$ cat src/rtl/rr_mux_reg_pkg.sv
// rr_mux_reg_pkg: shared constants for the registered channel selector.
//   MODE_KEY / MODE_RR : encodings of the mode input.
//   state_t            : output register FSM state (EMPTY / FULL).
package rr_mux_reg_pkg;

  localparam logic MODE_KEY = 1'b0;
  localparam logic MODE_RR  = 1'b1;

  typedef enum logic {
    ST_EMPTY = 1'b0,
    ST_FULL  = 1'b1
  } state_t;

endpackage

$ cat src/rtl/rr_mux_reg_pick.sv
// rr_pick: combinational rotating priority encoder.
//   req        : per-channel request vector
//   ptr        : channel with highest priority this cycle
//   gnt_onehot : one-hot grant (all zero when nothing requests)
//   gnt_idx    : index of the granted channel (0 when nothing requests)
//   any        : high when some channel was granted
// Search order is ptr, ptr+1, ..., NR_CH-1, 0, ..., ptr-1.
module rr_pick #(
  parameter int NR_CH   = 4,
  parameter int KEY_LEN = 2
) (
  input  logic [NR_CH-1:0]   req,
  input  logic [KEY_LEN-1:0] ptr,
  output logic [NR_CH-1:0]   gnt_onehot,
  output logic [KEY_LEN-1:0] gnt_idx,
  output logic               any
);

  always_comb begin
    int start;
    int idx;
    gnt_onehot = '0;
    gnt_idx    = '0;
    any        = 1'b0;
    idx        = 0;
    // The pointer never leaves 0..NR_CH-1, but an out-of-range value is
    // treated as 0 so the wrap arithmetic below stays within one subtraction.
    start = (int'(ptr) < NR_CH) ? int'(ptr) : 0;
    for (int i = 0; i < NR_CH; i++) begin
      idx = start + i;
      if (idx >= NR_CH) idx = idx - NR_CH;
      if (!any && req[idx]) begin
        any             = 1'b1;
        gnt_onehot[idx] = 1'b1;
        gnt_idx         = KEY_LEN'(idx);
      end
    end
  end

endmodule

$ cat src/rtl/rr_mux_reg.sv
// rr_mux_reg: NR_CH-to-1 selector with one output register stage.
//   clk, rst   : clock (rising edge), synchronous active-high reset
//   mode       : 0 = key-select, 1 = round-robin
//   key        : channel index used in key-select mode
//   in_valid   : per-channel valid
//   in_data    : channel n at [DATA_LEN*(n+1)-1 : DATA_LEN*n]
//   in_ready   : one-hot grant; channel n transfers on in_valid[n] & in_ready[n]
//   out_valid  : output register holds a word
//   out_data   : registered word
//   out_ch     : channel that supplied out_data
//   out_ready  : consumer accepts on out_valid & out_ready
//
// Handshake: a transfer happens on a rising edge where valid and ready are
// both high; valid never depends on ready on the same side, ready (in_ready)
// may depend on out_ready, which lets a full register refill in the same
// cycle it is drained (no bubble at full throughput).
module rr_mux_reg
  import rr_mux_reg_pkg::*;
#(
  parameter int NR_CH    = 4,
  parameter int DATA_LEN = 2,
  parameter int KEY_LEN  = 2
) (
  input  logic                      clk,
  input  logic                      rst,
  input  logic                      mode,
  input  logic [KEY_LEN-1:0]        key,
  input  logic [NR_CH-1:0]          in_valid,
  input  logic [NR_CH*DATA_LEN-1:0] in_data,
  output logic [NR_CH-1:0]          in_ready,
  output logic                      out_valid,
  output logic [DATA_LEN-1:0]       out_data,
  output logic [KEY_LEN-1:0]        out_ch,
  input  logic                      out_ready
);

  state_t              state_q, state_d;
  logic [KEY_LEN-1:0]  ptr_q;
  logic [DATA_LEN-1:0] data_q;
  logic [KEY_LEN-1:0]  ch_q;

  logic                can_load;
  logic [NR_CH-1:0]    key_onehot;
  logic [NR_CH-1:0]    rr_onehot;
  logic [KEY_LEN-1:0]  rr_idx;
  logic                rr_any;
  logic [NR_CH-1:0]    gnt;
  logic                gnt_any;
  logic [KEY_LEN-1:0]  gnt_idx;
  logic [DATA_LEN-1:0] sel_data;

  rr_pick #(
    .NR_CH   (NR_CH),
    .KEY_LEN (KEY_LEN)
  ) u_pick (
    .req        (in_valid),
    .ptr        (ptr_q),
    .gnt_onehot (rr_onehot),
    .gnt_idx    (rr_idx),
    .any        (rr_any)
  );

  // An out-of-range key matches no channel, so it simply produces no grant.
  always_comb begin
    key_onehot = '0;
    for (int n = 0; n < NR_CH; n++) begin
      if (int'(key) == n && in_valid[n]) key_onehot[n] = 1'b1;
    end
  end

  assign can_load = (state_q == ST_EMPTY) || out_ready;

  always_comb begin
    gnt     = '0;
    gnt_idx = '0;
    if (!rst && can_load) begin
      if (mode == MODE_RR) begin
        gnt     = rr_onehot;
        gnt_idx = rr_idx;
      end else begin
        gnt     = key_onehot;
        gnt_idx = key;
      end
    end
  end

  assign gnt_any  = |gnt;
  assign in_ready = gnt;

  // One-hot AND-OR mux driven by the grant, so in_data only reaches the
  // output through the register.
  always_comb begin
    sel_data = '0;
    for (int n = 0; n < NR_CH; n++) begin
      if (gnt[n]) sel_data = sel_data | in_data[n*DATA_LEN +: DATA_LEN];
    end
  end

  // Next-state logic for the output register FSM.
  always_comb begin
    state_d = state_q;
    case (state_q)
      ST_EMPTY: if (gnt_any) state_d = ST_FULL;
      ST_FULL:  if (out_ready && !gnt_any) state_d = ST_EMPTY;
      default:  state_d = ST_EMPTY;
    endcase
  end

  always_ff @(posedge clk) begin
    if (rst) begin
      state_q <= ST_EMPTY;
    end else begin
      state_q <= state_d;
    end
  end

  always_ff @(posedge clk) begin
    if (rst) begin
      data_q <= '0;
      ch_q   <= '0;
    end else if (gnt_any) begin
      data_q <= sel_data;
      ch_q   <= gnt_idx;
    end
  end

  // The pointer moves past the winner only on round-robin grants, so
  // key-select traffic never disturbs round-robin fairness.
  always_ff @(posedge clk) begin
    if (rst) begin
      ptr_q <= '0;
    end else if (gnt_any && mode == MODE_RR) begin
      ptr_q <= (rr_idx == KEY_LEN'(NR_CH - 1)) ? '0 : rr_idx + KEY_LEN'(1);
    end
  end

  assign out_valid = (state_q == ST_FULL);
  assign out_data  = data_q;
  assign out_ch    = ch_q;

endmodule

$ cat config.mk
export PLATFORM = sky130hd
export DESIGN_NAME = rr_mux_reg
export DESIGN_NICKNAME = d
export VERILOG_FILES = /design/src/rtl/rr_mux_reg_pkg.sv /design/src/rtl/rr_mux_reg_pick.sv /design/src/rtl/rr_mux_reg.sv
export SDC_FILE = /design/constraint.sdc
export NUM_CORES = 1
export LEC_CHECK = 0
export ABC_AREA = 1
export BUFFER_PORTS_ARGS = -buffer_cell sky130_fd_sc_hd__buf_2
export CAP_MARGIN = 20
export CORE_UTILIZATION = 46
export DETAILED_ROUTE_END_ITERATION = 10
export HOLD_SLACK_MARGIN = 0.12
export PLACE_DENSITY = 0.75
export SLEW_MARGIN = 20
export SYNTH_ARGS = -nofsm -noshare
export SYNTH_HDL_FRONTEND = slang
export SYNTH_SLANG_ARGS = --single-unit
$ cat constraint.sdc
create_clock -name clk -period 2.26 [get_ports clk]
set_clock_uncertainty 0.05 [all_clocks]
set_input_delay 0.452 -clock clk [delete_from_list [all_inputs] [get_ports clk]]
set_output_delay 0.452 -clock clk [all_outputs]
set_load 0.02 [all_outputs]
# After elaboration in Yosys (flattened, before gate mapping)

Index checks and enable logic that the tools add are counted.

Bits in latches: 0
Register bits: 7
Bits in read-only memories: 0
Input bits: 18
RAM bits: 0
Memories kept: 0
Output and inout bits: 9
Word-level logic and storage cells: 108

Divide/modulo/power cells: 0
Equality and inequality tests: 4
Bitwise logic cells: 7
Multiply operators: 0
Shift-type cells: 0
Mux-type cells: 51
Add/subtract/negate cells: 8
Magnitude comparators: 12
Reduce and logical (&&, ||, !) cells: 22

Operator list:

| operator              | number |
|---|---|
| $ge 32x1->1 const B   | 4 |
| $lt 32x4->1 const B   | 4 |
| $mux 32               | 4 |
| $ge 32x4->1 const B   | 3 |
| $sub 32x4->32 const B | 3 |
| $mux 4                | 6 |
| $mux 2                | 11 |
| $mux 1                | 21 |
| $logic_and 1x1->1     | 14 |
| $or 4x4->4            | 3 |
| $bmux 1 s2            | 4 |
| $demux 1 s2           | 4 |
| $add 2x2->3 const B   | 2 |
| $eq 2x2->1 const B    | 3 |
| $or 2x2->2            | 3 |
| $logic_not 1->1       | 5 |
| $reduce_or 4->1       | 1 |
| $sub 2x3->4 const B   | 1 |
| $add 2x1->3 const B   | 1 |
| $ge 2x3->1 const B    | 1 |
| $add 2x1->2 const B   | 1 |
| $eq 2x1->1 const B    | 1 |
| $logic_not 2->1       | 1 |
| $pmux 1 s2            | 1 |
| 2 further kinds       | 2 |

# Longest topological paths before layout

Gate-level depths: netlist of the first run.

Depth in word-level cells: 24
Mapped depth: 17
Depth with buffers taken out: 17

# Hierarchy

A second synthesis of the first run with hierarchy kept.

Cells, all modules: 177
Area, all modules: 1091.0 sq um

By module, submodules not included:

| module     | cells each | area an instance (sq um) | sequential area each (sq um) | instances |
|---|---|---|---|---|
| rr_mux_reg | 100        | 613.1                    | 140.1                        | 1 |
| rr_pick    | 77         | 478.0                    | 0.0                          | 1 |

# Least setup slack after synthesis of the first run

No wires, ideal clock.

Path type: register -> output
Start point: register ptr_q[1]
End point: output in_ready[3]
Data required time: 1.758 ns
Setup slack: -0.042 ns
Path buffers: 0
Arrival time: 1.800 ns
Cell stages (with the launch flop): 12
Cells stage by stage: dfxtp_1 -> inv_1 -> ha_1 -> inv_1 -> nand3_1 -> nand2_2 -> inv_2 -> nor2_8 -> nand3_1 -> nand3_1 -> nand2_2 -> inv_1

Longest elaborated chain between the ends: 17
Elaborated cells on any way between the ends: 65
Classes of those cells: 7 x add/sub; 12 x order compare; 33 x mux; 3 x bitwise; 10 x reduce/logical

RTL lines:

| what                                                   | RTL line              | source |
|---|---|---|
| from (decl)                                            | rr_mux_reg.sv:38      | `logic [KEY_LEN-1:0] ptr_q;` |
| from (signal assigned)                                 | rr_mux_reg.sv:133     | `ptr_q <= (rr_idx == KEY_LEN'(NR_CH - 1)) ? '0 : rr_idx + KEY_LEN'(1);` |
| branches (longest 14 deep; another with $sub 32x4->32) | --                    |  |
| $mux 4 (*)                                             | rr_mux_reg_pick.sv:32 | `if (!any && req[idx]) begin` |
| $mux 4 (*)                                             | rr_mux_reg.sv:77      | `if (mode == MODE_RR) begin` |
| $mux 4 (*)                                             | rr_mux_reg.sv:76      | `if (!rst && can_load) begin` |
| to (decl)                                              | rr_mux_reg.sv:30      | `output logic [NR_CH-1:0] in_ready,` |

Mark *: on every way between the ends. The select of a mux whose other input is x is not followed.

==> flow_metrics.tcl, run 1 <==
set metrics [dict create \
    syn_inst 157 \
    worstRegToRegCells 16 \
    dpl_cell_area_um2 1140 \
    drt_iter0_markers 27 \
    syn_area_um2 943 \
    synth-seq-cells 7 \
    criticalPathCategory "register to output pin" \
    n_antenna_cell 0 \
    layout_worst_path_cycle_share_pct 102 \
    synthArstFlopShare_pct 0 \
    min_to "out_ch[0]" \
    n_fill_cell 155 \
    cts_tree "done" \
    start_util_pct 48.6 \
    cts_max_level 1 \
    synth_most_common_cell "nand2_1" \
    violations "negative setup slack" \
    period_needed_ns 2.32 \
    ant_nets 0 \
    yosysSeqAreaShare_pct 14.9 \
    hold_violations 0 \
    synth_ff_type "dfxtp_1" \
    dpl.cell_count 214 \
    num_vias 1173 \
    p_leak_nw 0.741 \
    yosysTopAreaCell "nand2_1" \
    grt_pass1_wl_mm 4.06 \
    setup_violations 4 \
    vias_per_cell 5.10 \
    core_area_um2 1940 \
    grt-ovfl-total 0 \
    grt_max_degree 10 \
    dp_hpwl_mm 1.87 \
    holdCritPathClass "primary input to register" \
    routedWlPerCell_um 12.2 \
    synth.area.top_cells "nand2_1 (20%), dfxtp_1 (15%), nand3_1 (11%), inv_1 (7.6%), nand2_2 (6.6%)" \
    drc 0 \
    multi_input_area_um2 823 \
    ios 27 \
    yosysTopAreaCellShare_pct 20.3 \
    clockBufferDepth 2 \
    critPathMaxFanout 8 \
    fmax_mhz 432 \
    antenna_found_initial 0 \
    maxCapViolCount 0 \
    grt_setup_unrepaired "true" \
    layout-drive-gt1-share_pct 48.8 \
    num_rows 16 \
    hold_buffers 0 \
    dp_slack_ns 0.0322 \
    vdd_ir_drop_max_mv 0.540 \
    holdCritStartpoint "rst" \
    r2r-end "ptr_q[1]" \
    die_w_um 47.3 \
    clock_latency_ns 0.25 \
    syn-num-nets 179 \
    r2r_slack_ns 0.11 \
    syn2layout_area_growth_pct 48.5 \
    yosys_warnings 0 \
    fin_nets 226 \
    power_density_nw_per_um2 723 \
    crit_path_end_kind "output pin" \
    fin_area_um2 1400 \
    clkTransAtPathRegs_ns 0.04 \
    avgSynthCellArea_um2 6.01 \
    regArea_um2 143 \
    finalWirelength_mm 2.81 \
    die_area_um2 2240 \
    setup_ws_ns -0.0557 \
    utilization_pct 72.2 \
    clockRootBuffer "clkbuf_4" \
    r2r_start "ptr_q[1]" \
    crit_required_ns 1.76 \
    synthTopCellsByCount "nand2_1 (51), nand3_1 (21), inv_1 (19)" \
    port_buffers 26 \
    slew_violations 0 \
    die_h_um 47.3 \
    worstHoldPathCells 2 \
    worst_slew_pin_slew_ns 0.333 \
    relSlewSlack_pct 77.8 \
    synth_edf_count 0 \
    dr.pass1.iters 4 \
    grt_usage_pct 25.3 \
    grt_pass1_vias 1011 \
    place.gp.congestion 0.874 \
    clkSinkCount 7 \
    final_cells 230 \
    ys_types 24 \
    arrival_ns 1.81 \
    cts_buffers 3 \
    critPathLaunchType "register" \
    status "finished, violations left" \
]
layer usage:
metal  GRT usage [%]  up-vias  routed length (µm)  share of wire, %
met5               0        -                   0                 0
met4            10.9        0                  46               1.6
met3            2.31        6                  76               2.7
met2            41.4       37                1420                51
met1            33.7      538                1260                45
li1                -      592                   -                 -
layout by cell type (no fill, tap or decap):
| master | instances |
|---|---|
| a21boi_0 | 1 |
| a21oi_1 | 9 |
| a21oi_2 | 3 |
| a31oi_1 | 1 |
| buf_2 | 22 |
| buf_4 | 17 |
| buf_6 | 4 |
| clkbuf_1 | 1 |
| clkbuf_4 | 3 |
| dfxtp_1 | 5 |
| dfxtp_2 | 2 |
| ha_1 | 3 |
| ha_4 | 1 |
| inv_1 | 12 |
| inv_2 | 6 |
| inv_4 | 4 |
| nand2_1 | 48 |
| nand2_2 | 10 |
| nand2_4 | 6 |
| nand2_8 | 1 |
| nand3_1 | 11 |
| nand3_2 | 11 |
| nand3_4 | 2 |
| nand3b_1 | 1 |
| nor2_1 | 9 |
| nor2_2 | 2 |
| nor2_4 | 2 |
| nor2_8 | 2 |
| nor3_2 | 1 |
| o21ai_0 | 1 |
| o21ai_1 | 1 |
| xor2_1 | 1 |
stage by stage:
stage                     hold slack [ns]  total power [W]  setup TNS, ns
after CTS                           0.357         0.000912         -0.170
after global placement              0.400         0.000689              0
after detailed placement            0.407         0.000700              0
after floorplan                     0.464         0.000575              0
final                               0.369          0.00101         -0.165
after global routing                0.366          0.00108         -0.540
where the power goes:
group | switching (W) | internal (W) | leakage [nW]
Clock | 0.0000408 | 0.0000670 | 0.0150
Sequential | 0.0000107 | 0.000146 | 0.0585
Combinational | 0.000457 | 0.000292 | 0.668
Total | 0.000508 | 0.000505 | 0.741
logic make-up after synthesis:
logic type / count (synthesis) / share of synthesized area (%)
adders and majority gates: 4 / 5.31
DFF: 7 / 14.9
xor gates and xnor gates: 1 / 0.929
AOI/OAI and AO/OA: 16 / 9.68
buffers and inverters: 23 / 9.95
and+or+nand+nor: 106 / 59.3
what timing repair did:
| action | in CTS | in global routing |
|---|---|---|
| endpoints found under the setup margin | 4 | 6 |
| setup buffers | 10 | 2 |
| pin swaps | 8 | 8 |
| gates resized for setup | 19 | 20 |
worst max-delay path by stage:
stage	from	end	slack [ns]	cells after the start
6_report	register	in_ready[0]	-0.06	14
5_1_grt	register	in_ready[0]	-0.14	13
4_1_cts	ptr_q[1]	in_ready[1]	-0.06	12
3_5_place_dp	register	in_ready[1]	0.03	12
3_3_place_gp	register	in_ready[2]	0.09	12
2_1_floorplan	ptr_q[1]	in_ready[0]	0.07	11
area by class of cell:
| class | count | share of cell area [%] |
|---|---|---|
| Multi-Input combinational cell | 127 | 58.8 |
| Sequential cell | 7 | 10.2 |
| Inverter | 22 | 6.61 |
| Clock buffer | 4 | 1.88 |
| Timing Repair Buffer | 43 | 20.2 |
| Tap cell | 27 | 2.41 |
critical path, cell delays in order, from the launching register on:
cell     delay [ns]
dfxtp_2        0.32
inv_2          0.05
buf_4          0.16
nand2_2        0.07
nand2_2        0.07
nand2_4        0.09
nand2_8        0.09
inv_2          0.07
nand2_1        0.09
nor2_4         0.16
nand2_1        0.08
nand3_2        0.09
nand2_2        0.06
inv_2          0.06
buf_6          0.10
Note: power is estimated with default switching activity, not from simulation.
==> run 2, diff against run 1 <==
--- a/config.mk
+++ b/config.mk
@@ -11,7 +11,7 @@
 export CORE_UTILIZATION = 46
 export DETAILED_ROUTE_END_ITERATION = 10
 export HOLD_SLACK_MARGIN = 0.12
-export PLACE_DENSITY = 0.75
+export PLACE_DENSITY = 0.86
 export SLEW_MARGIN = 20
 export SYNTH_ARGS = -nofsm -noshare
 export SYNTH_HDL_FRONTEND = slang
==> flow_metrics.tcl, run 2 (same netlist as run 1, synthesis figures left out) <==
set metrics [dict create \
    status "finished, violations left" \
    violations "negative setup slack" \
    cts_buffers 3 \
    utilization_pct 73.5 \
    worstRegToRegCells 18 \
    arrival_ns 1.84 \
    n_fill_cell 134 \
    r2r_slack_ns 0.10 \
    die_h_um 47.3 \
    relSlewSlack_pct 83.0 \
    r2r-end "ptr_q[1]" \
    drt_iter0_markers 60 \
    dpl.cell_count 214 \
    drc 0 \
    place.gp.congestion 0.915 \
    worst_slew_pin_slew_ns 0.254 \
    grt_pass1_wl_mm 4.60 \
    clkTransAtPathRegs_ns 0.06 \
    wl_met2_mm 1.59 \
    ios 27 \
    hold_buffers 0 \
    core_area_um2 1940 \
    routedWlPerCell_um 13.7 \
    clockRootBuffer "clkbuf_4" \
    slew_violations 0 \
    fmax_mhz 428 \
    antenna_found_initial 0 \
    crit_required_ns 1.76 \
    layout_worst_path_cycle_share_pct 103 \
    holdCritPathClass "primary input to register" \
    cts_max_level 1 \
    layout-drive-gt1-share_pct 51.5 \
    criticalPathCategory "register to output pin" \
    vdd_ir_drop_max_mv 0.526 \
    power_density_nw_per_um2 740 \
    n_antenna_cell 0 \
    hold_violations 0 \
    vias_per_cell 5.31 \
    clkSinkCount 7 \
    dp_hpwl_mm 1.96 \
    layout_commonest_cell "nand2_1" \
    setup_violations 4 \
    crit_path_end_kind "output pin" \
    setup_ws_ns -0.0772 \
    met1_length_mm 1.26 \
    fin_nets 227 \
    ant_nets 0 \
    routed.top_layer "met4" \
    num_vias 1226 \
    p_leak_nw 0.741 \
    cp-endpoint "in_ready[0]" \
    syn2layout_area_growth_pct 51.3 \
    critPathMaxFanout 4 \
    grt_setup_unrepaired "true" \
    grt-ovfl-total 0 \
    clock_latency_ns 0.26 \
    critPathLaunchType "register" \
    grt_max_degree 10 \
    cts_tree "done" \
    die_w_um 47.3 \
    port_buffers 26 \
    num_rows 16 \
    die_area_um2 2240 \
    dr.pass1.iters 4 \
    finalWirelength_mm 3.17 \
    clockBufferDepth 2 \
    maxCapViolCount 0 \
    layout_common_cells "nand2_1 (47), buf_2 (22), buf_4 (18), nand3_2 (13)" \
    grt_pass1_vias 1102 \
    dr_wl_met3_um 225 \
    tns_ns -0.270 \
    final_cells 231 \
    start_util_pct 48.6 \
    grt_usage_pct 29.4 \
    period_needed_ns 2.34 \
]
-- run 2: power breakdown --
part | total (W) | switching (W) | internal [W]
combinational | 0.000782 | 0.000481 | 0.000301
sequential | 0.000156 | 0.00000986 | 0.000146
clock | 0.000118 | 0.0000506 | 0.0000676
total | 0.00106 | 0.000541 | 0.000515
-- run 2: final cells by class --
class | count | area (µm²) | share of cell area [%]
tap | 27 | 33.8 | 2.37
timing repair buffer | 44 | 290 | 20.3
clock buffer | 4 | 26.3 | 1.84
inverter | 22 | 92.6 | 6.49
multi-input combinational | 127 | 842 | 59.0
sequential | 7 | 143 | 9.99
-- run 2: layer usage --
layer  GRT usage [%]  vias to the layer above
met1            35.4                      549
met4            20.0                        0
met3            4.62                       14
met5               0                        -
li1                -                      595
met2            47.4                       68
-- run 2: worst min-delay path by stage --
stage                      startpoint     endpoint  depth (start not counted)
after detailed placement  out_data[1]  out_data[1]                          2
after floorplan                   rst    out_ch[0]                          1
final                             rst    out_ch[0]                          2
after CTS                         rst    out_ch[0]                          2
after global placement    out_data[0]  out_data[0]                          2
after global routing              rst    out_ch[0]                          2
-- run 2: what timing repair did --
item                                    4_1_cts  5_1_grt
endpoints found under the setup margin        4        7
setup buffers                                 8        5
resized for setup                            24       21
pin swaps                                    12       14
cloned                                        0        0
-- run 2: critical path: stages (launching register included) --
cell and delay, ns:
dfxtp_2 0.33, inv_2 0.05, ha_4 0.26, inv_4 0.07, buf_4 0.10, nand2_2 0.05
nand2_2 0.08, nand2_4 0.07, nor2_4 0.13, nand2_1 0.08, nand3_2 0.11, nand2_2 0.06
inv_2 0.06, buf_6 0.11
-- run 2: through the flow --
| step | hold WS (ns) | power, W | instance area (µm²) | setup slack [ns] |
|---|---|---|---|---|
| 5_1_grt | 0.369 | 0.00113 | 1430 | -0.149 |
| 4_1_cts | 0.360 | 0.000924 | 1320 | -0.0515 |
| 2_1_floorplan | 0.464 | 0.000575 | 946 | 0.0655 |
| 3_3_place_gp | 0.399 | 0.000684 | 1140 | 0.101 |
| 6_report | 0.368 | 0.00106 | 1430 | -0.0772 |
| 3_5_place_dp | 0.407 | 0.000704 | 1140 | 0.0144 |
